File: config.mk
export PLATFORM = sky130hd
export DESIGN_NAME = stream_mux_arb
export DESIGN_NICKNAME = d
export VERILOG_FILES = /design/src/rtl/mux_pkg.sv /design/src/rtl/rr_arbiter.sv /design/src/rtl/stream_mux_arb.sv
export SDC_FILE = /design/constraint.sdc
export NUM_CORES = 1
export LEC_CHECK = 0
export BUFFER_PORTS_ARGS = -buffer_cell sky130_fd_sc_hd__clkbuf_2
export CORE_MARGIN = 2
export CORE_UTILIZATION = 42
export DETAILED_ROUTE_END_ITERATION = 16
export GPL_TIMING_DRIVEN = 0
export PLACE_DENSITY = 0.87
export SLEW_MARGIN = 20
export SYNTH_ARGS = -nofsm -noshare
export SYNTH_HDL_FRONTEND = slang
export SYNTH_SLANG_ARGS = --single-unit
File: constraint.sdc
create_clock -name Clk -period 3.8 [get_ports Clk]
set_input_delay 0.19 -clock Clk [delete_from_list [all_inputs] [get_ports Clk]]
set_output_delay 0.19 -clock Clk [all_outputs]
set_load 0.01 [all_outputs]
File: src/rtl/mux_pkg.sv
// Shared helpers for the stream multiplexer: index width and one-hot decode.
package mux_pkg;

    localparam int unsigned MaxN = 64;

    function automatic int unsigned clog2(input int unsigned value);
        int unsigned r;
        r = 0;
        for (int unsigned i = 0; i < 32; i++) begin
            if ((64'd1 << i) < 64'(value)) begin
                r = i + 1;
            end
        end
        return r;
    endfunction

    // Out-of-range indices decode to all zeros, so they never produce a candidate.
    function automatic logic [MaxN-1:0] onehot(input int unsigned idx, input int unsigned n);
        logic [MaxN-1:0] v;
        v = '0;
        if (idx < n && idx < MaxN) begin
            v = {{(MaxN-1){1'b0}}, 1'b1} << idx;
        end
        return v;
    endfunction

endpackage

File: src/rtl/rr_arbiter.sv
// One-hot arbiter: round-robin when ROUND_ROBIN_EN is defined, otherwise fixed
// lowest-index priority with no pointer state.
module rr_arbiter
    import mux_pkg::*;
#(
    parameter int unsigned N = 4
) (
    input  logic         Clk,
    input  logic         Reset,
    input  logic [N-1:0] req,
    input  logic         advance,
    output logic [N-1:0] grant
);

    localparam int unsigned SEL_W = clog2(N);

`ifdef ROUND_ROBIN_EN

    logic [SEL_W-1:0] ptr_q, ptr_d;
    logic [SEL_W-1:0] gnt_idx;
    logic             found;

    // Two passes: first the slots at or above the pointer, then wrap to the bottom.
    always_comb begin
        grant   = '0;
        gnt_idx = '0;
        found   = 1'b0;
        for (int unsigned i = 0; i < N; i++) begin
            if (!found && req[i] && (i >= 32'(ptr_q))) begin
                grant[i] = 1'b1;
                gnt_idx  = SEL_W'(i);
                found    = 1'b1;
            end
        end
        for (int unsigned i = 0; i < N; i++) begin
            if (!found && req[i]) begin
                grant[i] = 1'b1;
                gnt_idx  = SEL_W'(i);
                found    = 1'b1;
            end
        end
    end

    always_comb begin
        ptr_d = ptr_q;
        if (advance) begin
            if (32'(gnt_idx) == N - 1) begin
                ptr_d = '0;
            end else begin
                ptr_d = gnt_idx + 1'b1;
            end
        end
    end

    always_ff @(posedge Clk) begin
        if (Reset) begin
            ptr_q <= '0;
        end else begin
            ptr_q <= ptr_d;
        end
    end

`else

    logic found;

    always_comb begin
        grant = '0;
        found = 1'b0;
        for (int unsigned i = 0; i < N; i++) begin
            if (!found && req[i]) begin
                grant[i] = 1'b1;
                found    = 1'b1;
            end
        end
    end

    // Fixed priority is stateless; these inputs exist only for port compatibility.
    logic unused_inputs;
    assign unused_inputs = ^{Clk, Reset, advance};

`endif

endmodule

File: src/rtl/stream_mux_arb.sv
// Registered N-to-1 valid/ready stream multiplexer with optional forced select.
// Arbitration policy is chosen by ROUND_ROBIN_EN (see rr_arbiter).
module stream_mux_arb
    import mux_pkg::*;
#(
    parameter int unsigned  WIDTH = 32,
    parameter int unsigned  N     = 4,
    localparam int unsigned SEL_W = clog2(N)
) (
    input  logic                 Clk,
    input  logic                 Reset,
    input  logic [N-1:0]         in_valid,
    input  logic [N*WIDTH-1:0]   in_data,
    output logic [N-1:0]         in_ready,
    input  logic                 force_en,
    input  logic [SEL_W-1:0]     force_sel,
    output logic                 out_valid,
    output logic [WIDTH-1:0]     out_data,
    output logic [SEL_W-1:0]     out_sel,
    input  logic                 out_ready
);

    logic             load;
    logic             xfer;
    logic             advance;
    logic [N-1:0]     force_mask;
    logic [N-1:0]     cand;
    logic [N-1:0]     grant;
    logic [WIDTH-1:0] gnt_data;
    logic [SEL_W-1:0] gnt_idx;

    logic             out_valid_q, out_valid_d;
    logic [WIDTH-1:0] out_data_q, out_data_d;
    logic [SEL_W-1:0] out_sel_q, out_sel_d;

    always_comb begin
        load       = ~out_valid_q | out_ready;
        force_mask = N'(onehot(32'(force_sel), N));
        cand       = force_en ? (in_valid & force_mask) : in_valid;
        in_ready   = Reset ? '0 : (grant & {N{load}});
        xfer       = |in_ready;
        // A forced grant must not disturb the round-robin position.
        advance    = xfer & ~force_en;
    end

    rr_arbiter #(
        .N (N)
    ) u_arb (
        .Clk     (Clk),
        .Reset   (Reset),
        .req     (cand),
        .advance (advance),
        .grant   (grant)
    );

    always_comb begin
        gnt_data = '0;
        gnt_idx  = '0;
        for (int unsigned i = 0; i < N; i++) begin
            if (grant[i]) begin
                gnt_data = in_data[i*WIDTH +: WIDTH];
                gnt_idx  = SEL_W'(i);
            end
        end
    end

    always_comb begin
        out_valid_d = out_valid_q;
        out_data_d  = out_data_q;
        out_sel_d   = out_sel_q;
        if (load) begin
            if (xfer) begin
                out_valid_d = 1'b1;
                out_data_d  = gnt_data;
                out_sel_d   = gnt_idx;
            end else begin
                out_valid_d = 1'b0;
            end
        end
    end

    always_ff @(posedge Clk) begin
        if (Reset) begin
            out_valid_q <= 1'b0;
            out_data_q  <= '0;
            out_sel_q   <= '0;
        end else begin
            out_valid_q <= out_valid_d;
            out_data_q  <= out_data_d;
            out_sel_q   <= out_sel_d;
        end
    end

    assign out_valid = out_valid_q;
    assign out_data  = out_data_q;
    assign out_sel   = out_sel_q;

endmodule

==> flow_metrics.py, run 1 <==
metrics = {
    "outcome": {
        "run_status": "finished clean",
    },
    "sta": {
        "clock.fmax_mhz": 432,
        "skew_ps": 2.42,
        "timing_hold_violations_final": 0,
        "tns_ps": 0,
        "setup_viol": 0,
        "rsz0062_at_grt": "false",
        "maxSlewViolCount": 0,
        "post-route-period-util_pct": 61.0,
        "relSlewSlack_pct": 64.4,
        "fin_ws_ps": 1480,
        "tightest_slew_ps": 533,
        "fin_crit_ps": 2320,
    },
    "layout": {
        "layout.nets": 553,
        "diodes": 0,
        "fin_area_um2": 3160,
        "mostFrequentLayoutCells": "176 x clkbuf_2, 62 x a221oi_1, 35 x dfxtp_1",
        "fillers": 436,
        "final_common_cell": "clkbuf_2",
        "syn_to_final_growth_pct": 50.0,
        "stdcell_count": 482,
        "regArea_um2": 701,
        "multi_input_area_um2": 1130,
        "drive_above_1_share_pct": 47.0,
    },
    "clock_network": {
        "cts_made_buffers": 5,
        "clockRootBuffer": "clkbuf_8",
        "cts_resized": 0,
        "cts_max_level": 2,
        "clk_path_buf_depth": 2,
        "clock_latency_ps": 280,
        "cts_tree": "done",
        "ctsHoldBuffers": 0,
        "post_cts_buffers": 0,
        "cts.clk_slew.worst_paths_ps": 70,
        "clkSinkCount": 35,
    },
    "job": {
        "drv_cap": 0,
    },
    "die": {
        "num_rows": 25,
        "die_w_um": 74.8,
        "coreArea_um2": 4790,
        "die_h_um": 74.8,
        "fp.dieArea_um2": 5590,
        "ios": 177,
        "initial_core_util_pct": 43.9,
    },
    "worst_hold_path": {
        "hp-class": "in2reg",
        "hold_depth": 3,
        "hold_end": "out_data[3]",
        "hp-start": "in_data[99]",
    },
    "worst_setup_path": {
        "critPathCaptureType": "output port",
        "start_kind": "flip-flop",
        "r2r-start": "out_valid",
        "arrival_ps": 2130,
        "cp_top_family": "simple AND/OR/NAND/NOR gates",
        "r2r_end": "out_data[2]",
        "cp_slowest_cell": "nor4b_2",
        "reg2reg_depth": 6,
        "cp_cell_sequence": "nor2b_1 -> nor4b_2 -> and2_0 -> clkbuf_1 -> buf_2 -> clkbuf_2",
        "slowest_delay_ps": 530,
        "critPathKind": "reg2out",
        "path_max_fanout": 10,
        "crit_buf_inv": 3,
        "rrSetupSlack_ps": 1810,
        "crit_required_ps": 3610,
    },
    "placed_design": {
        "pre_cts_ws_ps": 1700,
        "hpwl_um": 6120,
        "port_buffers": 176,
        "dpl-instance-area_um2": 3070,
        "place.gp.congestion": 0.866,
        "place_inst": 475,
    },
    "global_routing": {
        "antenna_found_initial": 0,
        "grt_pass1_wl_um": 11900,
        "grt_usage_pct": 27.1,
        "overflow": 0,
        "grt_start_max_net_pins": 11,
        "first_global_vias": 2604,
    },
    "yosys": {
        "syn_area_per_cell_um2": 9.07,
        "yosysSeqAreaShare_pct": 33.3,
        "yosysWarnings": 0,
        "mappedNetlistNets": 370,
        "ys_ff_latch": 35,
        "synthesis.area_um2": 2100,
        "synth.distinct_cells": 29,
        "async_flop_share_pct": 0,
        "synth-edff-count": 0,
        "syn_inst": 232,
        "ys.flop_type": "dfxtp_1",
    },
    "pwr": {
        "vdd_ir_drop_max_v": 0.000215,
        "p_leak_nw": 1.57,
        "powerDensity_nw_per_um2": 358,
    },
    "drt": {
        "vias_per_cell": 5.90,
        "vias": 2845,
        "routed_wl_um": 7880,
        "antenna_left": 0,
        "drtIter0Drc": 188,
        "first_pass_iters": 7,
        "drc": 0,
        "wl_per_cell_um": 16.3,
    },
}
-- worst max-delay path by stage --
| stage | start | depth (start not counted) | slack, ps | endpoint |
|---|---|---|---|---|
| detailed placement | force_en | 6 | 1700 | out_data[19] |
| floorplan | out_valid | 6 | 2130 | out_data[0] |
| finish | out_valid | 6 | 1480 | in_ready[3] |
| CTS | out_valid | 6 | 1450 | in_ready[3] |
| global placement | out_valid | 6 | 1730 | in_ready[3] |
| global route | out_valid | 6 | 1290 | in_ready[3] |
-- worst register-to-register path: stages, from the launching register on --
cell	delay [ps]
dfxtp_1	310
nor2b_1	180
nor2_1	140
clkbuf_1	410
clkbuf_1	420
a221oi_1	180
a221oi_1	250
-- Yosys cell counts (2+ instances only) --
master     number  share of area, %
a221oi_1       62                26
dfxtp_1        35                33
a222oi_1       31                15
inv_1          31               5.5
clkbuf_1       24               4.3
nand2_1         5              0.89
and2_1          4               1.2
buf_6           4               2.1
a21boi_0        3               1.1
a2bb2oi_1       3               1.2
buf_2           3              0.71
nor2b_1         3              0.89
o21ai_0         3              0.71
nand3_1         2              0.48
nand4b_1        2              0.83
nor2_1          2              0.36
nor3_1          2              0.48
or4b_1          2              0.95
-- where the power goes --
group | total (mW) | switching [mW] | internal, mW
sequential | 0.465 | 0.0340 | 0.431
combinational | 0.393 | 0.202 | 0.191
clock | 0.273 | 0.130 | 0.142
-- area by class of cell --
class,count,share of cell area (%)
tap,67,2.66
clock inverter,1,0.159
timing repair buffer,176,27.9
inverter,32,3.81
sequential,35,22.2
multi-input combinational,134,35.9
clock buffer,6,2.62
buffer,31,4.76
-- sequential cells by signal, summed over array words and instances, names as in the netlist --
register and count:
out_sel 2, out_valid 1, out_data 32
-- metal layers --
metal	routed length, µm	share of wire (%)	track usage (%)	up-vias
li1	-	-	-	1354
met1	3170	40	33.2	1329
met2	3970	50	49.5	149
met3	623	7.9	5.09	13
met4	114	1.4	5.95	0
met5	0	0	0	-
-- logic make-up (layout without fill, tap and decap cells) --
group | Yosys count | after routing | synth area share, %
DFF | 35 | 35 | 33.3
and+or+nand+nor | 29 | 29 | 8.86
AOI/OAI and AO/OA | 105 | 105 | 45.0
buffers and inverters | 63 | 246 | 12.8
-- per-stage QoR --
stage	total power [mW]	hold WS, ps	utilization, %
global route	1.19	139	65.9
global placement	0.855	427	64.1
detailed placement	0.865	430	64.1
finish	1.13	138	65.9
floorplan	0.677	262	-
CTS	1.14	135	65.9
(Power assumes the default switching activity.)
==> inputs of run 2 (changes only) <==
--- a/config.mk
+++ b/config.mk
@@ -7,10 +7,10 @@
 export LEC_CHECK = 0
 export BUFFER_PORTS_ARGS = -buffer_cell sky130_fd_sc_hd__clkbuf_2
 export CORE_MARGIN = 2
-export CORE_UTILIZATION = 42
+export CORE_UTILIZATION = 35
 export DETAILED_ROUTE_END_ITERATION = 16
 export GPL_TIMING_DRIVEN = 0
-export PLACE_DENSITY = 0.87
+export PLACE_DENSITY = 0.77
 export SLEW_MARGIN = 20
 export SYNTH_ARGS = -nofsm -noshare
 export SYNTH_HDL_FRONTEND = slang
==> constraint.sdc (replaced) <==
create_clock -name Clk -period 1.9 [get_ports Clk]
set_input_delay 0.095 -clock Clk [delete_from_list [all_inputs] [get_ports Clk]]
set_output_delay 0.095 -clock Clk [all_outputs]
set_load 0.01 [all_outputs]
==> flow_metrics.py, run 2 (same netlist as run 1, synthesis figures left out) <==
metrics = {
    "worst_setup_path": {
        "r2r_end": "out_data[5]",
        "r2r-start": "out_valid",
        "slowest_delay_ps": 310,
        "crit_end": "in_ready[3]",
        "cp_cell_sequence": "nor2b_2 -> nor4b_4 -> and2_0 -> clkbuf_2 -> buf_6 -> clkbuf_2",
        "reg2reg_depth": 6,
        "cp_top_family": "simple AND/OR/NAND/NOR gates",
        "crit_buf_inv": 3,
        "critPathLaunch": "out_valid",
        "crit_required_ps": 1800,
        "crit_top_cell": "clkbuf_2",
        "rrSetupSlack_ps": 190,
        "cp_slowest_cell": "dfxtp_1",
        "arrival_ps": 1690,
        "start_kind": "flip-flop",
        "crit_cells": 6,
        "critPathCaptureType": "output port",
        "path_max_fanout": 10,
        "critPathKind": "reg2out",
    },
    "die": {
        "die_w_um": 81.5,
        "coreArea_um2": 5850,
        "ios": 177,
        "num_rows": 28,
        "initial_core_util_pct": 35.9,
        "die_h_um": 81.5,
        "fp.dieArea_um2": 6650,
    },
    "drt": {
        "vias": 2825,
        "first_pass_iters": 6,
        "drc": 0,
        "antenna_left": 0,
        "drtIter0Drc": 222,
        "vias_per_cell": 5.75,
        "routed_wl_um": 7940,
        "wl_per_cell_um": 16.2,
    },
    "clock_network": {
        "clockRootBuffer": "clkbuf_8",
        "clkSinkCount": 35,
        "clock_latency_ps": 280,
        "cts_max_level": 2,
        "cts_made_buffers": 5,
        "clk_path_buf_depth": 2,
        "cts.clk_slew.worst_paths_ps": 80,
        "ctsHoldBuffers": 0,
        "cts_tree": "done",
    },
    "pwr": {
        "finalPower_mw": 2.31,
        "vdd_ir_drop_max_v": 0.000370,
        "p_leak_nw": 1.61,
        "powerDensity_nw_per_um2": 721,
    },
    "global_routing": {
        "gr-usage-met3_pct": 4.62,
        "grt_start_max_net_pins": 11,
        "grt_pass1_wl_um": 11900,
        "grt_usage_pct": 22.8,
        "met1_usage_pct": 27.8,
        "top_usage_layer": "met2",
        "gr-usage-met2_pct": 40.5,
        "first_global_vias": 2552,
        "antenna_found_initial": 0,
        "overflow": 0,
    },
    "sta": {
        "rsz0062_at_grt": "false",
        "holdWs_ps": 37.7,
        "setup_viol": 0,
        "fin_crit_ps": 1790,
        "timing_hold_violations_final": 0,
        "relSlewSlack_pct": 64.4,
        "skew_ps": 11.0,
        "tns_ps": 0,
        "post-route-period-util_pct": 93.9,
        "clock.fmax_mhz": 560,
        "maxSlewViolCount": 0,
        "tightest_slew_ps": 529,
    },
    "placed_design": {
        "dpl-instance-area_um2": 3080,
        "place.gp.congestion": 0.711,
        "hpwl_um": 6050,
        "port_buffers": 176,
    },
    "layout": {
        "drive_above_1_share_pct": 49.0,
        "mostFrequentLayoutCells": "183 x clkbuf_2, 62 x a221oi_1, 35 x dfxtp_1",
        "syn_to_final_growth_pct": 52.5,
        "largest_register_ffs": 32,
        "layout.nets": 553,
        "fin_area_um2": 3210,
        "utilization_pct": 54.8,
        "final_common_cell": "clkbuf_2",
        "diodes": 0,
    },
    "job": {
        "drv_cap": 0,
    },
    "outcome": {
        "run_status": "finished clean",
    },
    "worst_hold_path": {
        "hold_depth": 3,
        "hp-class": "in2reg",
    },
}
==> run 2: how the worst min path moves through the flow <==
stage,from,end,slack [ps]
3_3_place_gp,in_data[114],out_data[18],340
3_5_place_dp,in_data[126],out_data[30],340
4_1_cts,in_data[104],out_data[8],40
6_report,in_data[104],out_data[8],40
5_1_grt,in_data[117],out_data[21],40
2_1_floorplan,Reset,out_valid,170
==> run 2: through the flow <==
stage	setup WS [ps]	std cells
after floorplan	228	232
after global placement	-107	483
after detailed placement	-160	483
after CTS	22.3	492
after global routing	10.3	491
final	115	491
==> run 2: tightest hold or removal path, stage by stage <==
cell	delay, ps
clkbuf_2	80
inv_1	40
a221oi_1	60
==> run 2: cell type report <==
class | count | area, µm²
fill | 585 | 2640
multi-input combinational | 134 | 1140
clock buffer | 8 | 100
inverter | 32 | 120
tap | 75 | 93.8
sequential | 35 | 701
buffer | 30 | 161
timing repair buffer | 177 | 888
==> run 2: where the power goes <==
group          internal [mW]  total [mW]  leakage, nW  switching [mW]
combinational          0.388       0.788         1.27           0.400
sequential             0.863       0.929        0.294          0.0659
clock                  0.331       0.595       0.0515           0.264
==> run 2: metal layers <==
layer / up-vias / wire, µm
met4: 0 / 39
met5: - / 0
met3: 2 / 613
met2: 113 / 4050
met1: 1358 / 3230
li1: 1352 / -
==> run 2: timing repair <==
item,4_1_cts,5_1_grt
endpoints found under the setup margin,30,31
gates cloned,0,0
setup buffers,1,0
resized for setup,4,12
pin swaps,1,0
